<file path="src/rtl/dot_matrix_scanner_pkg.sv">
// Shared definitions for the 16x16 LED dot-matrix scanner.
//   ROWS/COLS : matrix geometry
//   ROW_W     : width of the row index driven to the pattern ROM
//   state_e   : scanner sequencing states
//   ROW_OFF   : row_sel value with every row released (active-low drive)
package dot_matrix_pkg;

  localparam int unsigned ROWS  = 16;
  localparam int unsigned COLS  = 16;
  localparam int unsigned ROW_W = 4;

  localparam logic [ROWS-1:0] ROW_OFF = 16'hFFFF;

  typedef enum logic [1:0] {
    IDLE  = 2'd0,
    BLANK = 2'd1,
    LOAD  = 2'd2,
    SHOW  = 2'd3
  } state_e;

endpackage

</file>
<file path="src/rtl/dot_matrix_scanner_row_onehot_dec.sv">
// 4-to-16 active-low one-hot row decoder with enable.
//   row_i   : row index to drive low
//   en_i    : 0 releases every row (all ones)
//   sel_n_o : active-low one-hot row select (combinational)
module row_onehot_dec
  import dot_matrix_pkg::*;
(
  input  logic [ROW_W-1:0] row_i,
  input  logic             en_i,
  output logic [ROWS-1:0]  sel_n_o
);

  assign sel_n_o = en_i ? ~(ROWS'(1) << row_i) : ROW_OFF;

endmodule

</file>
<file path="src/rtl/dot_matrix_scanner.sv">
// Row-at-a-time scanner for a 16x16 LED dot matrix fed by an external
// combinational pattern ROM. Each row: BLANK_CYCLES off, one LOAD cycle
// that samples the ROM word, then SHOW_CYCLES lit.
//   clk        : system clock
//   rst        : synchronous active-high reset
//   en         : scan enable; 0 parks the scanner in IDLE with outputs off
//   col_in     : ROM column word for row_bin
//   row_bin    : row index presented to the ROM (registered)
//   row_sel    : active-low one-hot row drive (registered)
//   col_out    : active-high column drive, bit 15 leftmost (registered)
//   frame_done : one-cycle pulse after row 15 finishes SHOW (registered)
module dot_matrix_scanner
  import dot_matrix_pkg::*;
#(
  parameter int unsigned SHOW_CYCLES  = 4,
  parameter int unsigned BLANK_CYCLES = 2,
  parameter int unsigned CNT_W        = 16
) (
  input  logic             clk,
  input  logic             rst,
  input  logic             en,
  input  logic [COLS-1:0]  col_in,
  output logic [ROW_W-1:0] row_bin,
  output logic [ROWS-1:0]  row_sel,
  output logic [COLS-1:0]  col_out,
  output logic             frame_done
);

  localparam logic [CNT_W-1:0] SHOW_LAST  = CNT_W'(SHOW_CYCLES - 1);
  localparam logic [CNT_W-1:0] BLANK_LAST = CNT_W'(BLANK_CYCLES - 1);
  localparam logic [ROW_W-1:0] ROW_LAST   = ROW_W'(ROWS - 1);

  state_e           state_q;
  logic [CNT_W-1:0] cnt_q;
  logic [ROW_W-1:0] row_bin_q;
  logic [ROWS-1:0]  row_sel_q;
  // col_out_q doubles as the captured row word: it only ever holds the
  // LOAD sample or zero, so no separate column register is needed.
  logic [COLS-1:0]  col_out_q;
  logic             frame_done_q;

  logic             lit_d;
  logic [ROWS-1:0]  row_sel_d;

  // Row is lit in the next cycle when leaving LOAD or continuing SHOW.
  assign lit_d = en && ((state_q == LOAD) ||
                        ((state_q == SHOW) && (cnt_q != SHOW_LAST)));

  row_onehot_dec u_dec (
    .row_i   (row_bin_q),
    .en_i    (lit_d),
    .sel_n_o (row_sel_d)
  );

  // Scanner sequencing and registered outputs.
  always_ff @(posedge clk) begin
    if (rst || !en) begin
      state_q      <= IDLE;
      cnt_q        <= '0;
      row_bin_q    <= '0;
      row_sel_q    <= ROW_OFF;
      col_out_q    <= '0;
      frame_done_q <= 1'b0;
    end else begin
      frame_done_q <= 1'b0;
      row_sel_q    <= row_sel_d;
      case (state_q)
        IDLE: begin
          state_q   <= BLANK;
          cnt_q     <= '0;
          col_out_q <= '0;
        end
        BLANK: begin
          if (cnt_q == BLANK_LAST) begin
            state_q <= LOAD;
            cnt_q   <= '0;
          end else begin
            cnt_q <= cnt_q + CNT_W'(1);
          end
        end
        LOAD: begin
          col_out_q <= col_in;
          state_q   <= SHOW;
          cnt_q     <= '0;
        end
        SHOW: begin
          if (cnt_q == SHOW_LAST) begin
            state_q      <= BLANK;
            cnt_q        <= '0;
            col_out_q    <= '0;
            row_bin_q    <= row_bin_q + ROW_W'(1);
            frame_done_q <= (row_bin_q == ROW_LAST);
          end else begin
            cnt_q <= cnt_q + CNT_W'(1);
          end
        end
        default: begin
          state_q <= IDLE;
          cnt_q   <= '0;
        end
      endcase
    end
  end

  assign row_bin    = row_bin_q;
  assign row_sel    = row_sel_q;
  assign col_out    = col_out_q;
  assign frame_done = frame_done_q;

endmodule

</file>
<file path="config.mk">
export PLATFORM = sky130hd
export DESIGN_NAME = dot_matrix_scanner
export DESIGN_NICKNAME = d
export VERILOG_FILES = /design/src/rtl/dot_matrix_scanner_pkg.sv /design/src/rtl/dot_matrix_scanner_row_onehot_dec.sv /design/src/rtl/dot_matrix_scanner.sv
export SDC_FILE = /design/constraint.sdc
export NUM_CORES = 1
export LEC_CHECK = 0
export ABC_AREA = 1
export CAP_MARGIN = 15
export CORE_MARGIN = 5
export CORE_UTILIZATION = 25
export CTS_BUF_LIST = sky130_fd_sc_hd__clkbuf_8
export DETAILED_ROUTE_END_ITERATION = 8
export PLACE_DENSITY = 0.44
export SETUP_SLACK_MARGIN = 0.2
export SLEW_MARGIN = 20
export SYNTH_ARGS = -nofsm -noshare
export SYNTH_HDL_FRONTEND = slang
export SYNTH_SLANG_ARGS = --single-unit
</file>
<file path="constraint.sdc">
create_clock -name clk -period 1.3 [get_ports clk]
set_input_delay 0.39 -clock clk [delete_from_list [all_inputs] [get_ports clk]]
set_output_delay 0.39 -clock clk [all_outputs]
set_load 0.02 [all_outputs]
</file>
==> impl_metrics.xml <==
<?xml version="1.0" encoding="UTF-8"?>
<metrics>
  <group name="outcome">
    <metric name="status" unit="">finished with violations</metric>
    <metric name="failed_checks" unit="">negative setup slack</metric>
  </group>
  <group name="clock_network">
    <metric name="cts_made_buffers" unit="">5</metric>
    <metric name="cts_root_buffer" unit="">sky130_fd_sc_hd__clkbuf_8</metric>
    <metric name="tritoncts" unit="">yes</metric>
    <metric name="htree_levels" unit="">2</metric>
    <metric name="clk_path_buf_depth" unit="">2</metric>
    <metric name="clkSinkCount" unit="">55</metric>
    <metric name="clock_input_transition_at_the_sequential_cells_of_the_worst_setup_and_hold_paths" unit="ps">100</metric>
    <metric name="postCtsHoldBufs" unit="">0</metric>
    <metric name="worst_skew_pair.late_latency" unit="ps">310</metric>
  </group>
  <group name="critical_path">
    <metric name="class_of_the_most_critical_setup_path" unit="">reg -&gt; reg</metric>
    <metric name="timing.critical_path.max_delay_family" unit="">simple AND/OR/NAND/NOR gates</metric>
    <metric name="endpoint_kind" unit="">register</metric>
    <metric name="critical_path.cell_chain" unit="">ha_4 -&gt; nand2_4 -&gt; nor2_4 -&gt; nand2_4 -&gt; nand2_8 -&gt; buf_6 -&gt; nand3_2 -&gt; nand2_2 -&gt; nor2_1</metric>
    <metric name="reg2reg_depth" unit="">9</metric>
    <metric name="worst-endpoint-required" unit="ps">1500</metric>
    <metric name="crit_cells" unit="">9</metric>
    <metric name="cp.arrival" unit="ps">1590</metric>
    <metric name="cp_slowest_stage_delay" unit="ps">380</metric>
    <metric name="startpoint_type" unit="">register</metric>
    <metric name="r2r_slack" unit="ps">-90</metric>
    <metric name="cell_occurring_most_often_along_the_worst_timing_path" unit="">sky130_fd_sc_hd__nand2_4</metric>
    <metric name="timing.critical_path.fanout_max" unit="">6</metric>
    <metric name="timing.critical_path.buf_inv" unit="">1</metric>
    <metric name="crit_path_top_delay_cell" unit="">sky130_fd_sc_hd__dfxtp_4</metric>
  </group>
  <group name="grt">
    <metric name="grt_pass1_wl" unit="mm">10.57</metric>
    <metric name="grt_antenna_before_repair" unit="">0</metric>
    <metric name="grt_pass1_vias" unit="">2261</metric>
    <metric name="global_router_s_overall_resource_usage" unit="%">11.26</metric>
    <metric name="grt_start_max_net_pins" unit="">18</metric>
    <metric name="overflow" unit="">0</metric>
  </group>
  <group name="drt">
    <metric name="vias" unit="">2320</metric>
    <metric name="post_drt_via_cell_ratio" unit="">4.173</metric>
    <metric name="remaining_drc_errors" unit="">0</metric>
    <metric name="routed_wl" unit="mm">6.355</metric>
    <metric name="ant_nets" unit="">0</metric>
    <metric name="detailedRoute.firstPassIterationCount" unit="">3</metric>
    <metric name="avgRoutedWirePerCell" unit="um">11.43</metric>
    <metric name="detail_route.iter0.violations" unit="">41</metric>
  </group>
  <group name="yosys">
    <metric name="synth-seq-cells" unit="">55</metric>
    <metric name="yosysUniqueCellTypes" unit="">25</metric>
    <metric name="synthesis.nets" unit="">349</metric>
    <metric name="postSynthCellCount" unit="">318</metric>
    <metric name="netlist.top_cell.by_area" unit="">sky130_fd_sc_hd__dfxtp_1</metric>
    <metric name="average_cell_area_after_synthesis" unit="sq um">7.566</metric>
    <metric name="yosysSeqAreaShare" unit="%">45.76</metric>
    <metric name="synth.top_cell.area_share" unit="%">45.76</metric>
    <metric name="synthesis.yosys.warnings" unit="">0</metric>
    <metric name="post_synth_main_area_contributors" unit="">sky130_fd_sc_hd__dfxtp_1, sky130_fd_sc_hd__nand2_1, sky130_fd_sc_hd__nor2_1</metric>
    <metric name="post_synth_instance_area" unit="sq um">2406</metric>
  </group>
  <group name="sta">
    <metric name="worst_rel_slew_slack" unit="%">85.49</metric>
    <metric name="maxClockFrequency" unit="MHz">720.3</metric>
    <metric name="skew" unit="ps">8.286</metric>
    <metric name="finalCriticalPeriod" unit="ps">1388</metric>
    <metric name="fin_crit_sh" unit="%">106.8</metric>
    <metric name="report.final.hold_viol_count" unit="">0</metric>
    <metric name="final_critical_path_setup_slack" unit="ps">-88.31</metric>
    <metric name="setup_repair_after_global_routing_missed_its_margin" unit="">yes</metric>
    <metric name="worst-slew-pin-transition" unit="ps">216.9</metric>
    <metric name="setup_viol_count_final" unit="">46</metric>
    <metric name="final_count_of_pins_violating_max_slew" unit="">0</metric>
    <metric name="totalNegativeSetupSlack" unit="ps">-2441</metric>
  </group>
  <group name="finish">
    <metric name="drive_gt1_share" unit="%">54.33</metric>
    <metric name="finish.net_count" unit="">457</metric>
    <metric name="finalNonFillerCells" unit="">556</metric>
    <metric name="diodes" unit="">0</metric>
    <metric name="area_delta_synth_final" unit="%">76.76</metric>
    <metric name="layout_common_cells" unit="">sky130_fd_sc_hd__nand2_1, sky130_fd_sc_hd__buf_6, sky130_fd_sc_hd__dfxtp_2, sky130_fd_sc_hd__nor2_1, sky130_fd_sc_hd__buf_4</metric>
    <metric name="layout_commonest_cell" unit="">sky130_fd_sc_hd__nand2_1</metric>
  </group>
  <group name="floorplan">
    <metric name="fp.dieArea" unit="sq um">11690</metric>
    <metric name="rows" unit="">35</metric>
    <metric name="chipHeight" unit="um">108.1</metric>
    <metric name="placeableCoreArea" unit="sq um">9328</metric>
    <metric name="io-pin-count" unit="">56</metric>
    <metric name="initial_core_util" unit="%">25.79</metric>
    <metric name="die_x" unit="um">108.1</metric>
  </group>
  <group name="run">
    <metric name="max_cap_viol_count" unit="">0</metric>
  </group>
  <group name="placement">
    <metric name="numPlacedInstances" unit="">534</metric>
    <metric name="dpl.hpwl" unit="mm">4.304</metric>
    <metric name="numPortBuffers" unit="">55</metric>
    <metric name="preCtsSetupSlack" unit="ps">-389.3</metric>
    <metric name="gp_routability_congestion" unit="">0.7443</metric>
  </group>
  <group name="hold_path">
    <metric name="hp-class" unit="">reg -&gt; reg</metric>
    <metric name="worstHoldPathCells" unit="">2</metric>
  </group>
  <group name="pwr">
    <metric name="power_density" unit="nW/um^2">778.1</metric>
    <metric name="power.static_leakage" unit="uW">0.001779</metric>
    <metric name="ir_worst_vdd" unit="V">0.0004208</metric>
  </group>
</metrics>
## logic make-up (layout without fill, tap and decap cells)
| kind of cell | Yosys count | count (layout) | share of synthesized area (%) |
|---|---|---|---|
| compound gates | 28 | 28 | 5.980 |
| xor+xnor | 10 | 10 | 3.640 |
| fa+ha+maj | 12 | 12 | 6.240 |
| buf+inv | 39 | 145 | 7.124 |
| flops | 55 | 55 | 45.76 |
| simple gates | 174 | 177 | 31.25 |
## cell type report
type | instances | area, sq um
Tap cell | 129 | 161.4
Clock inverter | 3 | 43.79
Inverter | 29 | 116.4
Clock buffer | 5 | 68.82
Fill cell | 949 | 5075
Sequential cell | 55 | 1174
Multi-Input combinational cell | 227 | 1598
Timing Repair Buffer | 108 | 1091
## per-stage QoR
stage	area [sq um]	power, uW	hold WS, ps	utilization (%)
3_3_place_gp	3466	2106	449.8	37.16
2_1_floorplan	2492	1947	432.1	-
3_5_place_dp	3466	2106	453.5	37.16
5_1_grt	4253	3485	528.9	45.59
6_report	4253	3309	485.0	45.59
4_1_cts	4060	3346	494.1	43.53
## worst paths after layout
path | start | end
worst max-delay path | cnt_q[1]$_SDFF_PP0_ | col_out[6]$_SDFFE_PP0P_
worst min-delay path | col_out[12]$_SDFFE_PP0P_ | col_out[12]$_SDFFE_PP0P_
worst max register to register | cnt_q[1]$_SDFF_PP0_ | col_out[6]$_SDFFE_PP0P_
worst min register to register | col_out[12]$_SDFFE_PP0P_ | col_out[12]$_SDFFE_PP0P_
## what timing repair did
action                                  CTS  global route
endpoints found under the setup margin   92            92
pin swaps                                23            38
setup buffers                             4             5
resized for setup                       327            50
gates cloned                              5             0
## power by group
part / total [uW] / internal, uW / leakage [uW] / switching (uW)
logic: 442 / 225 / 0.00127 / 217
registers: 1720 / 1700 / 0.000454 / 19.6
clock network: 1150 / 575 / 0.0000581 / 572
total: 3310 / 2500 / 0.00178 / 809
## flip-flops by register name, summed over array words and instances, names as in the netlist
register    cells
row_bin         4
frame_done      1
cnt_q          16
col_out        16
row_sel        16
state_q         2
## worst min-delay path, stage by stage, from the launching register on
cell                      delay (ps)
sky130_fd_sc_hd__dfxtp_2         360
sky130_fd_sc_hd__a21oi_2          30
sky130_fd_sc_hd__nor2_1           70
## per-layer routing
metal / vias to the layer above / track usage, % / share of wire, %
met2: 38 / 19.45 / 51
met1: 1068 / 13.78 / 44
met4: 0 / 3.877 / 1.1
li1: 1210 / - / -
met3: 4 / 2.507 / 3.8
met5: - / 0 / 0
## cell usage after synthesis
library cell	count
sky130_fd_sc_hd__a21oi_1	20
sky130_fd_sc_hd__buf_1	1
sky130_fd_sc_hd__buf_2	2
sky130_fd_sc_hd__buf_6	3
sky130_fd_sc_hd__clkbuf_1	4
sky130_fd_sc_hd__clkinv_1	1
sky130_fd_sc_hd__dfxtp_1	55
sky130_fd_sc_hd__ha_1	12
sky130_fd_sc_hd__inv_1	28
sky130_fd_sc_hd__nand2_1	81
sky130_fd_sc_hd__nand2_2	1
sky130_fd_sc_hd__nand2_4	3
sky130_fd_sc_hd__nand3_1	23
sky130_fd_sc_hd__nand3_4	1
sky130_fd_sc_hd__nand4_1	1
sky130_fd_sc_hd__nor2_1	55
sky130_fd_sc_hd__nor2_2	4
sky130_fd_sc_hd__nor2_4	2
sky130_fd_sc_hd__nor3_1	3
sky130_fd_sc_hd__o21ai_0	5
sky130_fd_sc_hd__o21ai_1	1
sky130_fd_sc_hd__o21bai_1	1
sky130_fd_sc_hd__o22ai_1	1
sky130_fd_sc_hd__xnor2_1	5
sky130_fd_sc_hd__xor2_1	5
Note: power is estimated with default switching activity, not from simulation.
